<file path="config.mk">
export PLATFORM = sky130hd
export DESIGN_NAME = hwce_sop_sched_flat
export DESIGN_NICKNAME = d
export VERILOG_FILES = /design/src/rtl/hwce_sop_sched_if.sv /design/src/rtl/hwce_sop_sched.sv /design/src/flat_wrapper.sv
export SDC_FILE = /design/constraint.sdc
export NUM_CORES = 1
export LEC_CHECK = 0
export CORE_AREA = 2 2 97 99
export CTS_BUF_LIST = sky130_fd_sc_hd__clkbuf_2 sky130_fd_sc_hd__clkbuf_4 sky130_fd_sc_hd__clkbuf_8
export CTS_CLUSTER_DIAMETER = 150
export DETAILED_ROUTE_END_ITERATION = 6
export DIE_AREA = 0 0 99 101
export PLACE_DENSITY = 0.81
export SLEW_MARGIN = 5
export SYNTH_ARGS = -nofsm -noshare
export SYNTH_HDL_FRONTEND = slang
export SYNTH_SLANG_ARGS = --single-unit
</file>
<file path="constraint.sdc">
create_clock -name clk -period 4.35 [get_ports clk]
set_input_delay 0.87 -clock clk [delete_from_list [all_inputs] [get_ports clk]]
set_output_delay 0.87 -clock clk [all_outputs]
set_load 0.02 [all_outputs]
</file>
<file path="src/rtl/hwce_sop_sched_if.sv">
// Handshake and status bundle between the HWCE tile controller, the streamer,
// the SOP array and the scheduler. "slave" is the scheduler side.
interface hwce_sop_sched_if #(
    parameter int CNT_WIDTH = 16
) ();
    logic                 start;
    logic                 abort;
    logic [CNT_WIDTH-1:0] cfg_nb_pix;
    logic [CNT_WIDTH-1:0] cfg_nb_chan;
    logic                 cfg_precision8;
    logic                 x_valid;
    logic                 x_ready;
    logic                 sop_valid;
    logic                 sop_enable;
    logic                 sop_clear;
    logic [3:0]           sop_fsm_state;
    logic                 sop_precision8;
    logic                 sop_first_chan;
    logic                 sop_last_chan;
    logic                 sop_last_beat;
    logic                 y_valid;
    logic                 credit_ret;
    logic                 busy;
    logic                 done;

    modport master (
        output start, abort, cfg_nb_pix, cfg_nb_chan, cfg_precision8,
        output x_valid, y_valid, credit_ret,
        input  x_ready, sop_valid, sop_enable, sop_clear, sop_fsm_state,
        input  sop_precision8, sop_first_chan, sop_last_chan, sop_last_beat,
        input  busy, done
    );

    modport slave (
        input  start, abort, cfg_nb_pix, cfg_nb_chan, cfg_precision8,
        input  x_valid, y_valid, credit_ret,
        output x_ready, sop_valid, sop_enable, sop_clear, sop_fsm_state,
        output sop_precision8, sop_first_chan, sop_last_chan, sop_last_beat,
        output busy, done
    );
endinterface

</file>
<file path="src/rtl/hwce_sop_sched.sv">
// SOP issue scheduler: walks one tile of nb_pix beats x nb_chan channels,
// tags beats for the accumulator and throttles issue against the result FIFO.
module hwce_sop_sched #(
    parameter int PIPE_STAGES = 14,
    parameter int CNT_WIDTH   = 16,
    parameter int FIFO_DEPTH  = 16
) (
    input  logic            clk,
    input  logic            rst_n,
    hwce_sop_sched_if.slave bus
);
    localparam int CRED_W = $clog2(FIFO_DEPTH + 1);
    localparam int FLT_W  = $clog2(PIPE_STAGES + 2) + 1;

    localparam logic [CRED_W-1:0]    CRED_MAX = CRED_W'(FIFO_DEPTH);
    localparam logic [CRED_W-1:0]    CRED_ONE = CRED_W'(1);
    localparam logic [FLT_W-1:0]     FLT_MAX  = FLT_W'(PIPE_STAGES + 1);
    localparam logic [FLT_W-1:0]     FLT_ONE  = FLT_W'(1);
    localparam logic [CNT_WIDTH-1:0] CNT_ONE  = CNT_WIDTH'(1);

    typedef enum logic [3:0] {
        ST_IDLE  = 4'b0000,
        ST_LOAD  = 4'b0001,
        ST_RUN   = 4'b0011,
        ST_DRAIN = 4'b0110,
        ST_DONE  = 4'b1000
    } state_e;

    state_e               state_q, state_d;
    logic [CNT_WIDTH-1:0] nb_pix_q, nb_pix_d;
    logic [CNT_WIDTH-1:0] nb_chan_q, nb_chan_d;
    logic [CNT_WIDTH-1:0] pix_cnt_q, pix_cnt_d;
    logic [CNT_WIDTH-1:0] chan_cnt_q, chan_cnt_d;
    logic                 prec_q, prec_d;
    logic                 abort_clr_q, abort_clr_d;
    logic [CRED_W-1:0]    credits_q, credits_d;
    logic [FLT_W-1:0]     in_flight_q, in_flight_d;

    logic aborting;
    logic x_ready;
    logic accept;
    logic pix_last;
    logic chan_first;
    logic chan_last;
    logic last_beat;
    logic cfg_empty;
    logic cred_inc, cred_dec;
    logic flt_inc, flt_dec;

    // Issue is withheld in the abort cycle so no beat enters a pipe about to be flushed.
    always_comb begin
        aborting   = bus.abort && (state_q != ST_IDLE);
        pix_last   = (pix_cnt_q == (nb_pix_q - CNT_ONE));
        chan_first = (chan_cnt_q == '0);
        chan_last  = (chan_cnt_q == (nb_chan_q - CNT_ONE));
        x_ready    = (state_q == ST_RUN) && !bus.abort && (credits_q < CRED_MAX);
        accept     = x_ready && bus.x_valid;
        last_beat  = accept && chan_last && pix_last;
        cfg_empty  = (bus.cfg_nb_pix == '0) || (bus.cfg_nb_chan == '0);
    end

    always_ff @(posedge clk) begin
        if (!rst_n) begin
            state_q <= ST_IDLE;
        end else begin
            state_q <= state_d;
        end
    end

    always_comb begin
        state_d = state_q;
        unique case (state_q)
            ST_IDLE: begin
                if (bus.start) begin
                    state_d = cfg_empty ? ST_DONE : ST_LOAD;
                end
            end
            ST_LOAD:  state_d = ST_RUN;
            ST_RUN: begin
                if (last_beat) begin
                    state_d = ST_DRAIN;
                end
            end
            ST_DRAIN: begin
                if (in_flight_q == '0) begin
                    state_d = ST_DONE;
                end
            end
            ST_DONE:  state_d = ST_IDLE;
            default:  state_d = ST_IDLE;
        endcase
        if (aborting) begin
            state_d = ST_IDLE;
        end
    end

    always_comb begin
        bus.x_ready        = x_ready;
        bus.sop_valid      = accept;
        bus.sop_enable     = (state_q == ST_RUN) || (state_q == ST_DRAIN);
        bus.sop_clear      = (state_q == ST_LOAD) || abort_clr_q;
        bus.sop_fsm_state  = state_q;
        bus.sop_precision8 = prec_q;
        bus.sop_first_chan = accept && chan_first;
        bus.sop_last_chan  = accept && chan_last;
        bus.sop_last_beat  = last_beat;
        bus.busy           = (state_q != ST_IDLE);
        bus.done           = (state_q == ST_DONE);
    end

    always_comb begin
        nb_pix_d    = nb_pix_q;
        nb_chan_d   = nb_chan_q;
        prec_d      = prec_q;
        pix_cnt_d   = pix_cnt_q;
        chan_cnt_d  = chan_cnt_q;
        credits_d   = credits_q;
        in_flight_d = in_flight_q;
        abort_clr_d = aborting;

        if ((state_q == ST_IDLE) && bus.start) begin
            nb_pix_d  = bus.cfg_nb_pix;
            nb_chan_d = bus.cfg_nb_chan;
            prec_d    = bus.cfg_precision8;
        end

        // Counters freeze on the final beat so the tags stay coherent through DRAIN.
        if (aborting || (state_q == ST_LOAD)) begin
            pix_cnt_d  = '0;
            chan_cnt_d = '0;
        end else if (accept && !last_beat) begin
            if (pix_last) begin
                pix_cnt_d  = '0;
                chan_cnt_d = chan_cnt_q + CNT_ONE;
            end else begin
                pix_cnt_d  = pix_cnt_q + CNT_ONE;
            end
        end

        // Only last-channel beats produce a FIFO entry, so only they consume credit.
        cred_inc = accept && chan_last;
        cred_dec = bus.credit_ret && (credits_q != '0);
        if (cred_inc && !cred_dec) begin
            credits_d = credits_q + CRED_ONE;
        end else if (!cred_inc && cred_dec) begin
            credits_d = credits_q - CRED_ONE;
        end

        flt_inc = accept;
        flt_dec = bus.y_valid && (in_flight_q != '0);
        if (aborting) begin
            in_flight_d = '0;
        end else if (flt_inc && !flt_dec) begin
            in_flight_d = in_flight_q + FLT_ONE;
        end else if (!flt_inc && flt_dec) begin
            in_flight_d = in_flight_q - FLT_ONE;
        end
    end

    always_ff @(posedge clk) begin
        if (!rst_n) begin
            nb_pix_q    <= '0;
            nb_chan_q   <= '0;
            prec_q      <= 1'b0;
            pix_cnt_q   <= '0;
            chan_cnt_q  <= '0;
            credits_q   <= '0;
            in_flight_q <= '0;
            abort_clr_q <= 1'b0;
        end else begin
            nb_pix_q    <= nb_pix_d;
            nb_chan_q   <= nb_chan_d;
            prec_q      <= prec_d;
            pix_cnt_q   <= pix_cnt_d;
            chan_cnt_q  <= chan_cnt_d;
            credits_q   <= credits_d;
            in_flight_q <= in_flight_d;
            abort_clr_q <= abort_clr_d;
        end
    end

    a_credit_underflow : assert property (@(posedge clk) disable iff (!rst_n)
        bus.credit_ret |-> (credits_q != '0));
    a_result_underflow : assert property (@(posedge clk) disable iff (!rst_n)
        bus.y_valid |-> (in_flight_q != '0));
    a_in_flight_bound : assert property (@(posedge clk) disable iff (!rst_n)
        in_flight_q <= FLT_MAX);

endmodule

</file>
<file path="src/flat_wrapper.sv">
// flat-port wrapper written by rule: the top's interface ports become plain ports
module hwce_sop_sched_flat 
#(
    parameter int PIPE_STAGES = 14,
    parameter int CNT_WIDTH   = 16,
    parameter int FIFO_DEPTH  = 16
)
  (clk, rst_n, bus_start, bus_abort, bus_cfg_nb_pix, bus_cfg_nb_chan, bus_cfg_precision8, bus_x_valid, bus_y_valid, bus_credit_ret, bus_x_ready, bus_sop_valid, bus_sop_enable, bus_sop_clear, bus_sop_fsm_state, bus_sop_precision8, bus_sop_first_chan, bus_sop_last_chan, bus_sop_last_beat, bus_busy, bus_done);
  hwce_sop_sched_if #(.CNT_WIDTH(CNT_WIDTH)) bus_i ();
  input  logic clk;
  input  logic rst_n;
  input wire logic [$bits(bus_i.start)-1:0] bus_start;
  input wire logic [$bits(bus_i.abort)-1:0] bus_abort;
  input wire logic [$bits(bus_i.cfg_nb_pix)-1:0] bus_cfg_nb_pix;
  input wire logic [$bits(bus_i.cfg_nb_chan)-1:0] bus_cfg_nb_chan;
  input wire logic [$bits(bus_i.cfg_precision8)-1:0] bus_cfg_precision8;
  input wire logic [$bits(bus_i.x_valid)-1:0] bus_x_valid;
  input wire logic [$bits(bus_i.y_valid)-1:0] bus_y_valid;
  input wire logic [$bits(bus_i.credit_ret)-1:0] bus_credit_ret;
  output wire logic [$bits(bus_i.x_ready)-1:0] bus_x_ready;
  output wire logic [$bits(bus_i.sop_valid)-1:0] bus_sop_valid;
  output wire logic [$bits(bus_i.sop_enable)-1:0] bus_sop_enable;
  output wire logic [$bits(bus_i.sop_clear)-1:0] bus_sop_clear;
  output wire logic [$bits(bus_i.sop_fsm_state)-1:0] bus_sop_fsm_state;
  output wire logic [$bits(bus_i.sop_precision8)-1:0] bus_sop_precision8;
  output wire logic [$bits(bus_i.sop_first_chan)-1:0] bus_sop_first_chan;
  output wire logic [$bits(bus_i.sop_last_chan)-1:0] bus_sop_last_chan;
  output wire logic [$bits(bus_i.sop_last_beat)-1:0] bus_sop_last_beat;
  output wire logic [$bits(bus_i.busy)-1:0] bus_busy;
  output wire logic [$bits(bus_i.done)-1:0] bus_done;
  assign bus_i.start = bus_start;
  assign bus_i.abort = bus_abort;
  assign bus_i.cfg_nb_pix = bus_cfg_nb_pix;
  assign bus_i.cfg_nb_chan = bus_cfg_nb_chan;
  assign bus_i.cfg_precision8 = bus_cfg_precision8;
  assign bus_i.x_valid = bus_x_valid;
  assign bus_i.y_valid = bus_y_valid;
  assign bus_i.credit_ret = bus_credit_ret;
  assign bus_x_ready = bus_i.x_ready;
  assign bus_sop_valid = bus_i.sop_valid;
  assign bus_sop_enable = bus_i.sop_enable;
  assign bus_sop_clear = bus_i.sop_clear;
  assign bus_sop_fsm_state = bus_i.sop_fsm_state;
  assign bus_sop_precision8 = bus_i.sop_precision8;
  assign bus_sop_first_chan = bus_i.sop_first_chan;
  assign bus_sop_last_chan = bus_i.sop_last_chan;
  assign bus_sop_last_beat = bus_i.sop_last_beat;
  assign bus_busy = bus_i.busy;
  assign bus_done = bus_i.done;
  hwce_sop_sched #(.PIPE_STAGES(PIPE_STAGES), .CNT_WIDTH(CNT_WIDTH), .FIFO_DEPTH(FIFO_DEPTH)) u_core (.clk(clk), .rst_n(rst_n), .bus(bus_i));
endmodule
</file>
==> run metrics, run 1 <==
transition at the pin with the smallest max-transition slack=roughly 1100 ps; number of cells on the worst hold path=2; length of the first detailed-routing pass in iterations=5; async set or reset register ratio after synthesis=0; number of I/O pins=54; Worst slew margin=0.2486; placer's final routability congestion estimate=~0.9; sw frac=0.3541; number of standard cells in the layout, taps in and fillers out=around 800; Final Hold Viols=0; post-route minimum period=4072 ps; total placed cells including tap cells=approximately 790; data required time at the worst endpoint=around 4600 ps; crit share post-route=0.9361; H-tree Lvls=3; utilization after layout=0.6581; post-layout net count=743; type of the worst setup path=input pin to register; number of antenna-violating nets in the routed design=0; Worst Hold Margin=~480 ps; width of the chip=between 90 and 100 µm; Worst setup SP type=input pin; Yosys warning total=0; vias in the first global route=approximately 4,700; die area=~10000 µm²; total power per unit cell area=around 360 nW/µm²; worst reg2reg path depth=17; switching power summed over all nets=about 0.74 mW; Internal Pwr Total=1.358 mW; sequential fraction of the synthesis area=0.3090; max-slew violations=0; Initial Utilization=0.5774; setup repair after global routing missed its margin=no; max-cap viol count=0; IO Port Bufs=53; number of enable-type register cells in the synthesized netlist=0; class of the most critical hold timing path=register to register; Final TNS setup=0 ps; Root Buffer Master=clkbuf_8; most frequent standard cell in the layout excluding fill and tap cells=nand2_1; layout overhead on the synthesized area=13.98%; drt drc=0; endpoint of the worst hold path=u_core.nb_chan_q[15]; Max FO, Critical Path=4; number of antenna diodes=0; reg-to-reg startpoint=u_core.nb_chan_q[0]; net count after synthesis=~700; number of cell rows=35; commonest cells after routing, fill and taps aside=nand2_1, dfxtp_1, clkdlybuf4s50_1; worst slack at placement=-55.79 ps; FF+latch count, synth=80; area of the mapped netlist=5184 µm²; clock edge transition at the registers on the reported setup and hold paths=roughly 90 ps; Core Area=8977 µm²; register share of total power=0.416; drt total wl=~13 mm; detailed placement HPWL=between 9 and 10 mm; final routed wire length divided by cell count=between 15 and 20 µm; number of distinct library cell variants in the gate-level netlist after synthesis=66; clock tree buffer depth=2; total clock sinks=80; fin worst setup slack=~280 ps; worst-case vdd ir drop=~0.00032 V; category of the worst setup path capture point=register; wire length of the first global-routing pass=~22 mm; via density per instance=roughly 6.2; filler cell count in the final layout=755; overflow left after global routing=0; combined global-route utilization of all metal layers=0.2660; Post-Synthesis Cells=around 660; share of layout cells above drive strength 1=0.08225; cts-stage hold buffer count=0; reg-to-reg setup timing slack=320 ps; vertical extent of the die=101 µm; maximum number of pins on one net before global-route repair=42; CP Data Arrival Time=approximately 4400 ps; source of the worst hold timing path=u_core.nb_chan_q[15]; CTS tree=built; Pleak=2.112 nW; combinational power share=0.342; top_reg_cell synth=dfxtp_1; Worst-Skew Late Latency=between 300 and 400 ps; maximum frequency from static timing analysis=roughly 250 MHz; Crit Reg-Reg Endpoint=u_core.credits_q[4]; final count of negative-setup-slack endpoints=0; largest clock skew in the final design=between 10 and 15 ps; drt initial violations=350; number of CTS-inserted buffers=9; via count=slightly below 5,000; mean post-synth cell area=slightly below 8 µm²; initial antenna violation count=0; outcome=complete, no violations; clock power share=0.241
[per-layer routing]
metal	global-route usage	vias up	share of wire
li1	-	2453	-
met1	0.3523	2313	0.44
met2	0.4371	172	0.47
met3	0.05756	23	0.063
met4	0.07903	0	0.020
met5	0	-	0
[power groups by stage]
stage               Combinational, mW  Clock, mW  Sequential, mW
finish                          0.720      0.507           0.876
global route                    0.811      0.550           0.887
CTS                             0.714      0.510           0.873
detailed placement              0.710          0           0.890
global placement                0.669          0           0.885
floorplan                       0.548          0           0.860
[layout make-up]
cell class	count	area [µm²]	share of cell area
clock buffers	9	123.9	0.02097
clock inverters	7	55.05	0.009318
well taps	111	138.9	0.02351
flip-flops and latches	80	1602	0.2711
multi-input cells	517	3318	0.5616
inverters	17	63.81	0.01080
repair buffers	63	606.8	0.1027
[worst max path at each step]
stage                         from             endpoint  cells past startpoint
6_report               bus_x_valid  u_core.credits_q[4]                     16
5_1_grt        u_core.nb_chan_q[0]  u_core.credits_q[4]                     17
4_1_cts                bus_x_valid    bus_sop_last_chan                      9
3_5_place_dp           bus_x_valid  u_core.credits_q[4]                     16
3_3_place_gp           bus_x_valid  u_core.credits_q[4]                     16
2_1_floorplan  u_core.nb_chan_q[0]  u_core.credits_q[4]                     16
[synth_stat cells, types with 7 or more instances]
| cell | count | share of area |
|---|---|---|
| nand2_1 | 92 | 0.067 |
| dfxtp_1 | 80 | 0.31 |
| a21oi_1 | 40 | 0.039 |
| a21boi_0 | 34 | 0.049 |
| nor2_1 | 33 | 0.024 |
| xnor2_1 | 32 | 0.054 |
| clkbuf_1 | 29 | 0.021 |
| or3_1 | 27 | 0.033 |
| o21ai_0 | 24 | 0.023 |
| nand4_1 | 23 | 0.028 |
| nor4_1 | 21 | 0.025 |
| nand3_1 | 19 | 0.018 |
| inv_1 | 17 | 0.012 |
| nor3_1 | 16 | 0.015 |
| ha_1 | 13 | 0.031 |
| xor2_1 | 13 | 0.022 |
| a21o_1 | 11 | 0.016 |
| or4_1 | 10 | 0.014 |
| and3_1 | 9 | 0.011 |
| o21ai_2 | 8 | 0.014 |
| o31ai_1 | 7 | 0.010 |
[state kept, by name, summed over array words and instances, names as in the netlist]
register / cells
u_core.bus.sop_fsm_state: 4
u_core.pix_cnt_q: 16
u_core.bus.sop_precision8: 1
u_core.in_flight_q: 5
u_core.nb_chan_q: 16
u_core.nb_pix_q: 16
u_core.abort_clr_q: 1
u_core.chan_cnt_q: 16
u_core.credits_q: 5
[worst max-delay path, stage by stage]
cell and delay (ps):
clkdlybuf4s50_1 450, or4bb_1 480, nor2_1 200, o2111ai_1 160, nor3_1 220, nand4_1 150, buf_4 190, inv_1 70
ha_1 160, inv_1 90, fa_1 410, a21o_1 170, a21oi_1 160, xnor2_1 100, or3_1 300, a21boi_0 150
[what timing repair did]
item                                    CTS  global route
endpoints found under the setup margin    1             1
resized for setup                         1             2
buffers inserted                          0             0
[cells by family (layout without fill, tap and decap cells)]
logic type | count (synthesis) | in the layout | share of synthesized area
AND/OR/NAND/NOR | 289 | 289 | 0.2966
AO/OA/AOI/OAI | 161 | 161 | 0.2136
XOR/XNOR | 45 | 45 | 0.07603
adder cells (fa/ha/maj) | 15 | 15 | 0.03910
flip-flops | 80 | 80 | 0.3090
buffers and inverters | 59 | 96 | 0.05189
multiplexers | 7 | 7 | 0.01376
[stage by stage]
step / power (mW) / area, µm²
after floorplan: 1.408 / 5184
after global placement: 1.554 / 5723
after detailed placement: 1.600 / 5723
after CTS: 2.098 / 5901
after global routing: 2.247 / 5908
final: 2.103 / 5908
No activity file was read; power rests on OpenSTA's default activity.
==> run 2, diff against run 1 <==
Settings changed: CAP_MARGIN set to 20, GPL_TIMING_DRIVEN set to 0.
==> run 2 against run 1 <==
First-iteration DRC count is 32% lower. Critical path depth is 5 lower. Power is 0.47% higher. Sequential share of layout area is 0.96 points lower. Wire length is 3.0% higher. Utilization is 2.5 points higher. Largest cell class unchanged. Largest power group unchanged.
==> run metrics, run 2 (same netlist as run 1, synthesis figures left out) <==
outcome=complete, no violations; layout overhead on the synthesized area=18.25%; highest-delay cell along the critical path=or4bb_1; category of the worst setup path capture point=primary output; combined area of the multi-input logic cells=about 3400 µm²; overall power after layout=2.113 mW; total power per unit cell area=roughly 340 nW/µm²; wire length of the first global-routing pass=approximately 22 mm; placer's final routability congestion estimate=around 0.94; critical path's most frequent cell=buf_4; clock tree buffer depth=2; CTS tree=built; combined global-route utilization of all metal layers=0.2664; Met2 Wirelength=6.343 mm; post-route minimum period=between 4000 and 5000 ps; drt total wl=~13 mm; via density per instance=roughly 6.1; worst reg2reg path depth=18; utilization after layout=0.6828; transition at the pin with the smallest max-transition slack=~850 ps; maximum frequency from static timing analysis=roughly 240 MHz; H-tree Lvls=3; detailed placement HPWL=10.08 mm; worst-case vdd ir drop=around 0.00035 V; top layer reached by signal wires=met4; total clock sinks=80; CP Data Arrival Time=roughly 3400 ps; die area=between 9000 and 10,000 µm²; post-layout net count=779; Core Area=around 9000 µm²; Initial Utilization=0.5774; share of layout cells above drive strength 1=0.1056; vias in the first global route=4,716; class of the most critical hold timing path=register to register; delay of the slowest cell on the worst path=roughly 500 ps; reg-to-reg setup timing slack=320 ps; commonest cells after routing, fill and taps aside=nand2_1, dfxtp_1, clkdlybuf4s50_1; reg-to-reg startpoint=u_core.nb_chan_q[0]; CP endpoint=bus_sop_last_beat; width of the chip=99 µm; length of the first detailed-routing pass in iterations=5; list of cells traversed by the critical path=clkdlybuf4s50_1 -> or4bb_1 -> nor2_2 -> o2111ai_1 -> nor3_1 -> nand4_1 -> buf_4 -> nor3_4 -> buf_6 -> buf_12 -> buf_4; total placed cells including tap cells=820; sequential cell area=about 1600 µm²; number of cell rows=35; number of standard cells in the layout, taps in and fillers out=840; length of routed met3 wiring=between 600 and 700 µm; Root Buffer Master=clkbuf_8; number of antenna diodes=0; drt drc=0; max-cap viol count=0; vertical extent of the die=approximately 100 µm; Max FO, Critical Path=10; worst slack at placement=-670.6 ps; clock edge transition at the registers on the reported setup and hold paths=~90 ps; WL met1=a little under 6 mm; data required time at the worst endpoint=around 3500 ps; final routed wire length divided by cell count=around 16 µm; Final Hold Viols=0; largest clock skew in the final design=between 10 and 15 ps; Final TNS setup=0 ps; Worst setup SP type=input pin; overflow left after global routing=0; type of the worst setup path=input pin to primary output; Pleak=about 2.2 nW; filler cell count in the final layout=about 730; final count of negative-setup-slack endpoints=0; Worst-Skew Late Latency=approximately 360 ps; via count=5,130; Worst Setup SP=bus_abort; maximum number of pins on one net before global-route repair=16; max-slew violations=0; crit share post-route=0.9705; fin worst setup slack=128.4 ps; most frequent standard cell in the layout excluding fill and tap cells=nand2_1; Worst slew margin=0.4280; number of CTS-inserted buffers=9; number of I/O pins=54; IO Port Bufs=53; Crit Reg-Reg Endpoint=u_core.credits_q[4]; drt initial violations=237; number of antenna-violating nets in the routed design=0; initial antenna violation count=0; cts-stage hold buffer count=0
-- run 2: how the worst min path moves through the flow --
stage / startpoint / to / slack [ps] / cells past startpoint
finish: u_core.in_flight_q[4] / u_core.in_flight_q[4] / 490 / 2
global route: u_core.nb_chan_q[15] / u_core.nb_chan_q[15] / 510 / 2
CTS: u_core.bus.sop_precision8 / u_core.bus.sop_precision8 / 490 / 2
detailed placement: u_core.bus.sop_precision8 / u_core.bus.sop_precision8 / 470 / 2
global placement: u_core.bus.sop_precision8 / u_core.bus.sop_precision8 / 470 / 2
floorplan: u_core.nb_chan_q[15] / u_core.nb_chan_q[15] / 460 / 2
-- run 2: worst max-delay path: cells and delay by family --
family,cells,cell delay [ps]
compound gates,1,140
buf+inv,5,1050
simple gates,5,1280
-- run 2: cell type report --
type / instances / area share
plain buffers: 40 / 0.03266
repair buffers: 59 / 0.09328
multi-input cells: 517 / 0.5489
well taps: 111 / 0.02266
inverters: 17 / 0.01041
clock inverters: 6 / 0.008165
clock buffers: 10 / 0.02245
flip-flops and latches: 80 / 0.2615
-- run 2: where the power goes --
group / internal (mW) / leakage (nW) / switching [mW]
registers: 0.794 / 0.652 / 0.0652
logic: 0.352 / 1.46 / 0.378
clock network: 0.229 / 0.0895 / 0.295
-- run 2: layer usage --
metal,up-vias,track usage
met2,168,0.4480
li1,2527,-
met5,-,0
met4,0,0.1085
met1,2403,0.3405
met3,32,0.04438
-- run 2: what timing repair did --
action,4_1_cts,5_1_grt
endpoints found under the hold margin,0,0
resized for setup,16,5
setup buffers,2,4
pin swaps,2,4
endpoints found under the setup margin,2,2
-- run 2: metrics by stage --
stage / area, µm² / hold slack, ps
6_report: 6130 / 488.5
5_1_grt: 6130 / 510.2
4_1_cts: 6100 / 492.7
3_5_place_dp: 5853 / 467.1
3_3_place_gp: 5853 / 466.8
2_1_floorplan: 5184 / 455.3
==> run 3, diff against run 2 <==
Settings changed: CORE_AREA 2 2 97 99 to 2 2 98 100, CTS_BUF_LIST sky130_fd_sc_hd__clkbuf_2 sky130_fd_sc_hd__clkbuf_4 sky130_fd_sc_hd__clkbuf_8 to not set, DIE_AREA 0 0 99 101 to 0 0 100 102, PLACE_DENSITY 0.81 to 0.8.
==> run 3 against run 2 <==
Design area about the same. Combinational power increased by 0.8%. Utilization fell by 0.96 points. Sequential power barely moved. Critical path type is now register to primary output. Critical endpoint unchanged. Largest cell class unchanged. Highest routed layer unchanged.
==> run metrics, run 3 (same netlist as run 1, synthesis figures left out) <==
outcome=complete, no violations; drt total wl=between 10 and 15 mm; Final TNS setup=0 ps; Core Area=9109 µm²; total power per unit cell area=between 300 and 400 nW/µm²; vertical extent of the die=102 µm; number of cells on the worst hold path=2; Worst slew margin=0.4225; combined global-route utilization of all metal layers=0.2609; clock tree buffer depth=2; post-route minimum period=4201 ps; IO Port Bufs=53; reg-to-reg startpoint=u_core.nb_chan_q[0]; crit share post-route=0.9657; maximum frequency from static timing analysis=~240 MHz; highest-delay cell along the critical path=or3b_2; worst-case vdd ir drop=between 0.0003 and 0.0004 V; layout overhead on the synthesized area=18.30%; post-layout net count=between 700 and 800; cts-stage hold buffer count=0; Max FO, Critical Path=10; CTS tree=built; maximum number of pins on one net before global-route repair=16; Worst setup SP type=register; via count=between 5,000 and 6,000; reg-to-reg setup timing slack=approximately 220 ps; largest clock skew in the final design=15.06 ps; category of the worst setup path capture point=primary output; utilization after layout=0.6732; drt initial violations=285; via density per instance=6.085; worst reg2reg path depth=17; overflow left after global routing=0; source of the worst hold timing path=u_core.bus.sop_precision8; vias in the first global route=4,702; Initial Utilization=0.5691; data required time at the worst endpoint=approximately 3500 ps; wire length of the first global-routing pass=roughly 22 mm; drt drc=0; number of cell rows=35; transition at the pin with the smallest max-transition slack=~860 ps; share of layout cells above drive strength 1=0.09877; total clock sinks=80; overall power after layout=around 2.2 mW; delay of the slowest cell on the worst path=about 520 ps; class of the most critical hold timing path=register to register; list of cells traversed by the critical path=inv_1 -> ha_2 -> or3b_2 -> or3_1 -> nor3_1 -> a21oi_1 -> or3_1 -> nor3_4 -> buf_6 -> buf_12 -> buf_4; final count of negative-setup-slack endpoints=0; initial antenna violation count=0; max-slew violations=0; number of I/O pins=between 50 and 60; detailed placement HPWL=10.08 mm; number of antenna diodes=0; most frequent standard cell in the layout excluding fill and tap cells=nand2_1; Worst Hold Margin=roughly 470 ps; CP Data Arrival Time=between 3000 and 4000 ps; Pleak=about 2.2 nW; Worst Setup SP=u_core.nb_pix_q[0]; number of antenna-violating nets in the routed design=0; type of the worst setup path=register to primary output; width of the chip=100 µm; critical path's most frequent cell=or3_1; placer's final routability congestion estimate=a little over 0.9; final routed wire length divided by cell count=around 16 µm; H-tree Lvls=3; max-cap viol count=0; clock edge transition at the registers on the reported setup and hold paths=100 ps; die area=between 10,000 and 15,000 µm²; commonest cells after routing, fill and taps aside=nand2_1, dfxtp_1, clkdlybuf4s50_1; number of CTS-inserted buffers=9; Root Buffer Master=clkbuf_8; length of the first detailed-routing pass in iterations=5; Worst-Skew Late Latency=360 ps; Final Hold Viols=0
==> run 3: cell count changes in the layout (fill, tap and decap cells not counted), sizes merged <==
cell      previous run  this run
clkbuf              38        37
clkinvlp             2         0
bufinv               0         1
clkinv               2         4
==> run 3: cell type report <==
class                   count  area (µm²)
inverters                  17       63.81
clock inverters             7       78.83
well taps                 111       138.9
multi-input cells         517        3357
fillers                   786        2977
repair buffers             58       564.3
clock buffers               9       123.9
plain buffers              41       203.9
flip-flops and latches     80        1602
==> run 3: worst max-delay path: cells and delay by family (launching register included) <==
family	cells	cell delay, ps
and+or+nand+nor	5	1750
buffers and inverters	4	530
DFF	1	390
adders and majority gates	1	220
AOI/OAI and AO/OA	1	70
==> run 3: what timing repair did <==
item	CTS	global route
setup endpoints to repair	2	2
resized for setup	14	6
endpoints found under the hold margin	0	0
gates cloned	0	0
pin swaps	2	1
setup buffers	2	3
==> run 3: final timing paths <==
| check | end |
|---|---|
| hold reg to reg | u_core.bus.sop_precision8 |
| hold / removal | u_core.bus.sop_precision8 |
| setup / recovery | bus_sop_last_beat |
| setup reg to reg | u_core.credits_q[4] |
==> run 3: power breakdown <==
part           total, mW  leakage [nW]  switching [mW]  internal, mW
combinational      0.736          1.45           0.383         0.353
sequential         0.859         0.651          0.0651         0.793
clock              0.563         0.104           0.291         0.271
total               2.16          2.21           0.739          1.42
==> run 3: through the flow <==
| step | instance area (µm²) | instances | worst slack, ps |
|---|---|---|---|
| global route | 6132 | 840 | -7.374 |
| CTS | 6106 | 838 | 8.788 |
| detailed placement | 5853 | 820 | -652.3 |
| global placement | 5853 | 820 | -669.2 |
| floorplan | 5184 | 656 | 518.4 |
| finish | 6132 | 840 | 149.1 |
==> run 3: metal layers <==
metal / vias to the layer above / GRT usage / wire length [µm]
li1: 2522 / - / -
met2: 172 / 0.4387 / 6296
met5: - / 0 / 0
met3: 20 / 0.04446 / 803
met1: 2397 / 0.3473 / 5858
met4: 0 / 0.07587 / 196
